==> src/rtl/snapshot_restore_engine.sv <==
// snapshot_restore_engine: replays a captured register snapshot into the register file after a value misprediction
module snapshot_restore_engine #(
  parameter int DATA_WIDTH = 32,
  parameter int NUM_REGS = 32,
  parameter int SKIP_R0 = 1,
  parameter int CNT_WIDTH = 16
) (
  input  logic clk,
  input  logic rst,
  input  logic recover_req,
  input  logic [NUM_REGS*DATA_WIDTH-1:0] snap_regs,
  output logic recovery_done,
  input  logic recovery_done_ack,
  output logic rf_we,
  output logic [$clog2(NUM_REGS)-1:0] rf_waddr,
  output logic [DATA_WIDTH-1:0] rf_wdata,
  output logic wb_block,
  output logic busy,
  output logic [CNT_WIDTH-1:0] restore_count
);
  localparam int AW = $clog2(NUM_REGS);
  localparam logic [AW-1:0] FIRST = AW'(SKIP_R0 != 0 ? 1 : 0);
  localparam logic [AW-1:0] LAST = AW'(NUM_REGS - 1);
  typedef enum logic [2:0] {IDLE, CAPTURE, RESTORE, DONE, RELEASE} state_t;
  state_t state_q, state_d;
  logic [AW-1:0] idx_q, idx_d;
  logic [NUM_REGS-1:0][DATA_WIDTH-1:0] snap_q, snap_d;
  logic rf_we_q, rf_we_d;
  logic [AW-1:0] rf_waddr_q, rf_waddr_d;
  logic [DATA_WIDTH-1:0] rf_wdata_q, rf_wdata_d;
  logic [CNT_WIDTH-1:0] cnt_q, cnt_d;
  always_comb begin
    state_d = state_q;
    idx_d = idx_q;
    snap_d = snap_q;
    cnt_d = cnt_q;
    case (state_q)
      IDLE: state_d = recover_req ? CAPTURE : IDLE;
      CAPTURE: begin
        state_d = RESTORE;
        idx_d = FIRST;
        snap_d = snap_regs;
      end
      RESTORE: begin
        state_d = idx_q == LAST ? DONE : RESTORE;
        idx_d = idx_q == LAST ? idx_q : idx_q + 1'b1;
        cnt_d = (idx_q == LAST && cnt_q != '1) ? cnt_q + 1'b1 : cnt_q;
      end
      DONE: state_d = recovery_done_ack ? RELEASE : DONE;
      RELEASE: state_d = recover_req ? RELEASE : IDLE;
      default: state_d = IDLE;
    endcase
    // write port is registered from the next index so the first write lands the cycle after CAPTURE
    rf_we_d = state_d == RESTORE;
    rf_waddr_d = rf_we_d ? idx_d : '0;
    rf_wdata_d = rf_we_d ? snap_d[idx_d] : '0;
  end
  always_ff @(posedge clk) begin
    if (rst) begin
      state_q <= IDLE;
      idx_q <= '0;
      rf_we_q <= 1'b0;
      rf_waddr_q <= '0;
      rf_wdata_q <= '0;
      cnt_q <= '0;
    end else begin
      state_q <= state_d;
      idx_q <= idx_d;
      rf_we_q <= rf_we_d;
      rf_waddr_q <= rf_waddr_d;
      rf_wdata_q <= rf_wdata_d;
      cnt_q <= cnt_d;
    end
  end
  always_ff @(posedge clk) snap_q <= snap_d;
  assign rf_we = rf_we_q;
  assign rf_waddr = rf_waddr_q;
  assign rf_wdata = rf_wdata_q;
  assign restore_count = cnt_q;
  assign busy = state_q != IDLE;
  assign wb_block = state_q == CAPTURE || state_q == RESTORE || state_q == DONE;
  assign recovery_done = state_q == DONE;
endmodule
==> config.mk <==
export PLATFORM = sky130hd
export DESIGN_NAME = snapshot_restore_engine
export DESIGN_NICKNAME = d
export VERILOG_FILES = /design/src/rtl/snapshot_restore_engine.sv
export SDC_FILE = /design/constraint.sdc
export NUM_CORES = 2
export LEC_CHECK = 0
export ABC_CLOCK_PERIOD_IN_PS = 4600
export CORE_AREA = 2 2 425 427
export DETAILED_ROUTE_END_ITERATION = 8
export DIE_AREA = 0 0 427 429
export PLACE_DENSITY = 0.47
export SLEW_MARGIN = 30
export SYNTH_ARGS = -nofsm -noshare
export SYNTH_HDL_FRONTEND = slang
export SYNTH_SLANG_ARGS = --single-unit
==> constraint.sdc <==
create_clock -name clk -period 4.6 [get_ports clk]
set_input_delay 1.38 -clock clk [delete_from_list [all_inputs] [get_ports clk]]
set_output_delay 1.38 -clock clk [all_outputs]
set_load 0.05 [all_outputs]
==> results.tsv <==
metric	value	unit
Synth Warn #	0	
post-CTS setup buffer count	0	
via count	41490	
flops & latches, synth	1086	
Crit path arrival time	4.88	ns
library cells used by synthesis	63	
PwrDens	513	nW/um2
final WL	221	mm
Syn Inst Count	5748	
Crit. End Element	flip-flop	
Async SR Flop Fraction	0	
status	completed	
post-synthesis mux area share	0.0896	
Tightest Hold Check Type	flip-flop to flip-flop	
Area after DPL	56900	um2
final net count	7729	
critical path class	flip-flop to flip-flop	
Max-slew headroom	0.382	
Synth Area in Adders	0.000573	
DR vias/cell	4.51	
DRT iter0 DRCs	3379	
Worst-Margin Slew	0.927	ns
top achievable clock speed	233	MHz
CP max FO	32	
largest net degree at the start of global routing	162	
die area	183000	um2
fin. max-slew vios	0	
core area	178000	um2
DR pass1 iterations	7	
Simple-Gate Fraction of Synth Area	0.324	
initial antenna violation count	120	
H-tree Lvls	4	
CTS Buf Count	135	
RSZ-0062 raised after global routing	no	
DRC violations left	0	
DR WL/cell	24.0	um
Max VDD drop	0.309	mV
Post-synth EDFFs	0	
gr usage total	0.233	
Die X	427	um
CTS tree	yes	
clk_skew	0.0237	ns
estimated wirelength of the detail-placed design	171	mm
Worst EP required	5.19	ns
design area	61500	um2
Final Hold Fails	0	
setup TNS	0	ns
post-synthesis compound-gate area fraction	0.0456	
fin crit share	0.933	
max cap viols	0	
final setup fails	0	
post-route minimum period	4.29	ns
Routed Antenna Nets	0	
Leakage Power	28.1	nW
IO buf count	1084	
Bufs on Longest Clock Path	3	
clock-pin slew on the worst setup and hold paths	0.06	ns
layout cells sized above 1	0.0542	
Die Y	429	um
post-synthesis sequential area ratio	0.498	
area added between synthesis and finish	41.0	%
Mapped Area	43600	um2
# rows	155	
Post-Syn Area per Cell	7.59	um2
initial cell density of the core	0.245	
CP Launch Type	flip-flop	
Skew-Pair Late Insertion Delay	0.77	ns
clock tree sinks	1086	
global-route wire length before repair	303	mm
gr ovfl total	0	
Hold-fix buffers, CTS	0	
most common flop cell mapped by yosys	dfxtp_1	
Synth Area in XOR/XNOR	0.00301	
largest family of logic cells by synthesized area	simple AND/OR/NAND/NOR gates	
# fillers	18877	
Clk Tree Root Cell	clkbuf_16	
number of global-route vias before repair	40606	
syn_nets	6778	
IO Count	1085	
Post-CTS Resized	0	
placer congestion estimate	0.897	
-- final timing paths --
kind               startpoint          end  slack (ns)  cells past startpoint
setup / recovery   state_q[1]  rf_wdata[4]        0.31                      8
hold / removal    snap_q[214]  snap_q[214]        0.44                      2
setup reg to reg   state_q[1]  rf_wdata[4]        0.31                      8
hold reg to reg   snap_q[214]  snap_q[214]        0.44                      2
-- flip-flops by register name, indices dropped and copies added, names as in the netlist --
register / cells
rf_waddr: 5
rf_wdata: 32
snap_q: 1024
restore_count: 16
rf_we: 1
state_q: 3
idx_q: 5
-- critical path, cell delays in order, from the launching register on --
cell      delay (ns)
dfxtp_1         0.55
nor3b_2         0.51
a211oi_2        0.22
nor2_4          0.56
buf_4           0.61
mux2i_1         0.30
o22ai_1         0.26
o21ai_0         0.81
o311ai_1        0.22
-- cell usage after synthesis (all sizes together) (3+ instances only) --
cell type / number / area, um2
o21ai: 31 / 155
and3: 4 / 25.0
o211ai: 4 / 40.0
o22ai: 94 / 588
xor2: 11 / 96.3
mux2i: 313 / 3130
o311ai: 31 / 272
and4: 3 / 26.3
nor2: 258 / 976
a311oi: 3 / 43.8
dfxtp: 1086 / 21700
nand2: 3171 / 11900
mux2: 5 / 56.3
a22oi: 31 / 233
a21oi: 40 / 200
xnor2: 4 / 35.0
nand2b: 35 / 221
nor3: 110 / 576
inv: 4 / 15.0
nand4: 37 / 238
nand3: 9 / 45.0
buf: 182 / 986
a222oi: 31 / 310
or3: 3 / 18.8
mux4: 32 / 721
clkbuf: 185 / 694
-- area by class of cell --
class                   instances  area [um2]  share of cell area
diodes                         47         118             0.00191
clock buffers                 206        3990              0.0648
clock inverters                35         498             0.00810
inverters                       4        15.0            0.000244
multi-input cells            4291       20300               0.330
flip-flops and latches       1086       21700               0.353
well taps                    2355        2950              0.0479
repair buffers               1181       11900               0.194
-- kinds of logic (layout without fill, tap and decap cells) --
kind of cell               after synthesis  in the layout
other                                    0             47
DFF                                   1086           1086
muxes                                  350            350
adders and majority gates                2              2
buffers and inverters                  371           1426
and+or+nand+nor                       3643           3643
xor gates and xnor gates                15             15
AOI/OAI and AO/OA                      281            281
-- layout by cell type (no fill, tap or decap), types with 3 or more instances in the layout --
cell type        synthesis  routed
a21oi_1                 40      40
a222oi_1                31      31
a22oi_1                 31      31
and3_1                   4       4
and4_1                   3       3
buf_12                   0      26
buf_4                   19      71
bufinv_16                0       6
clkbuf_1               185      38
clkbuf_16                0     136
clkbuf_8                 0      32
clkdlybuf4s50_1          0    1084
clkinv_16                0       3
clkinv_2                 0      12
clkinvlp_4               0       3
dfxtp_1               1086    1086
diode_2                  0      47
inv_1                    4       4
inv_16                   0       3
inv_6                    0       5
mux2_2                   5       5
mux2i_1                313     313
mux4_2                  32      32
nand2_1               3171    3168
nand2b_1                34      33
nand3_1                  9       9
nand4_1                 36      36
nor2_1                 257     254
nor2_4                   1       3
nor3_1                 105     104
nor3_4                   0       4
o21ai_0                 24      22
o21ai_1                  7       9
o22ai_1                 94      94
o311ai_1                31      31
xnor2_1                  4       4
xor2_1                  11      11
-- metrics by stage --
| stage | instances | utilization | power [W] | hold WS (ns) | setup WS, ns |
|---|---|---|---|---|---|
| detailed placement | 8917 | 0.320 | 0.0209 | 0.432 | 0.441 |
| global placement | 8917 | 0.320 | 0.0208 | 0.426 | 0.471 |
| floorplan | 5748 | - | 0.0174 | 0.413 | 1.63 |
| finish | 9205 | 0.346 | 0.0315 | 0.438 | 0.309 |
| global route | 9198 | 0.345 | 0.0332 | 0.451 | 0.283 |
| CTS | 9158 | 0.345 | 0.0318 | 0.442 | 0.460 |
-- layer usage --
metal,vias to the layer above,part of all wire,GRT usage
met1,19455,0.42,0.287
met3,397,0.054,0.0470
met4,62,0.041,0.105
met2,1274,0.48,0.389
met5,-,0.0017,0
li1,20302,-,-
-- power breakdown --
part / internal [W] / switching, W
sequential: 0.0120 / 0.00104
combinational: 0.00318 / 0.00455
clock: 0.00636 / 0.00446
total: 0.0215 / 0.0100
Power figures use the tool's default switching activity.
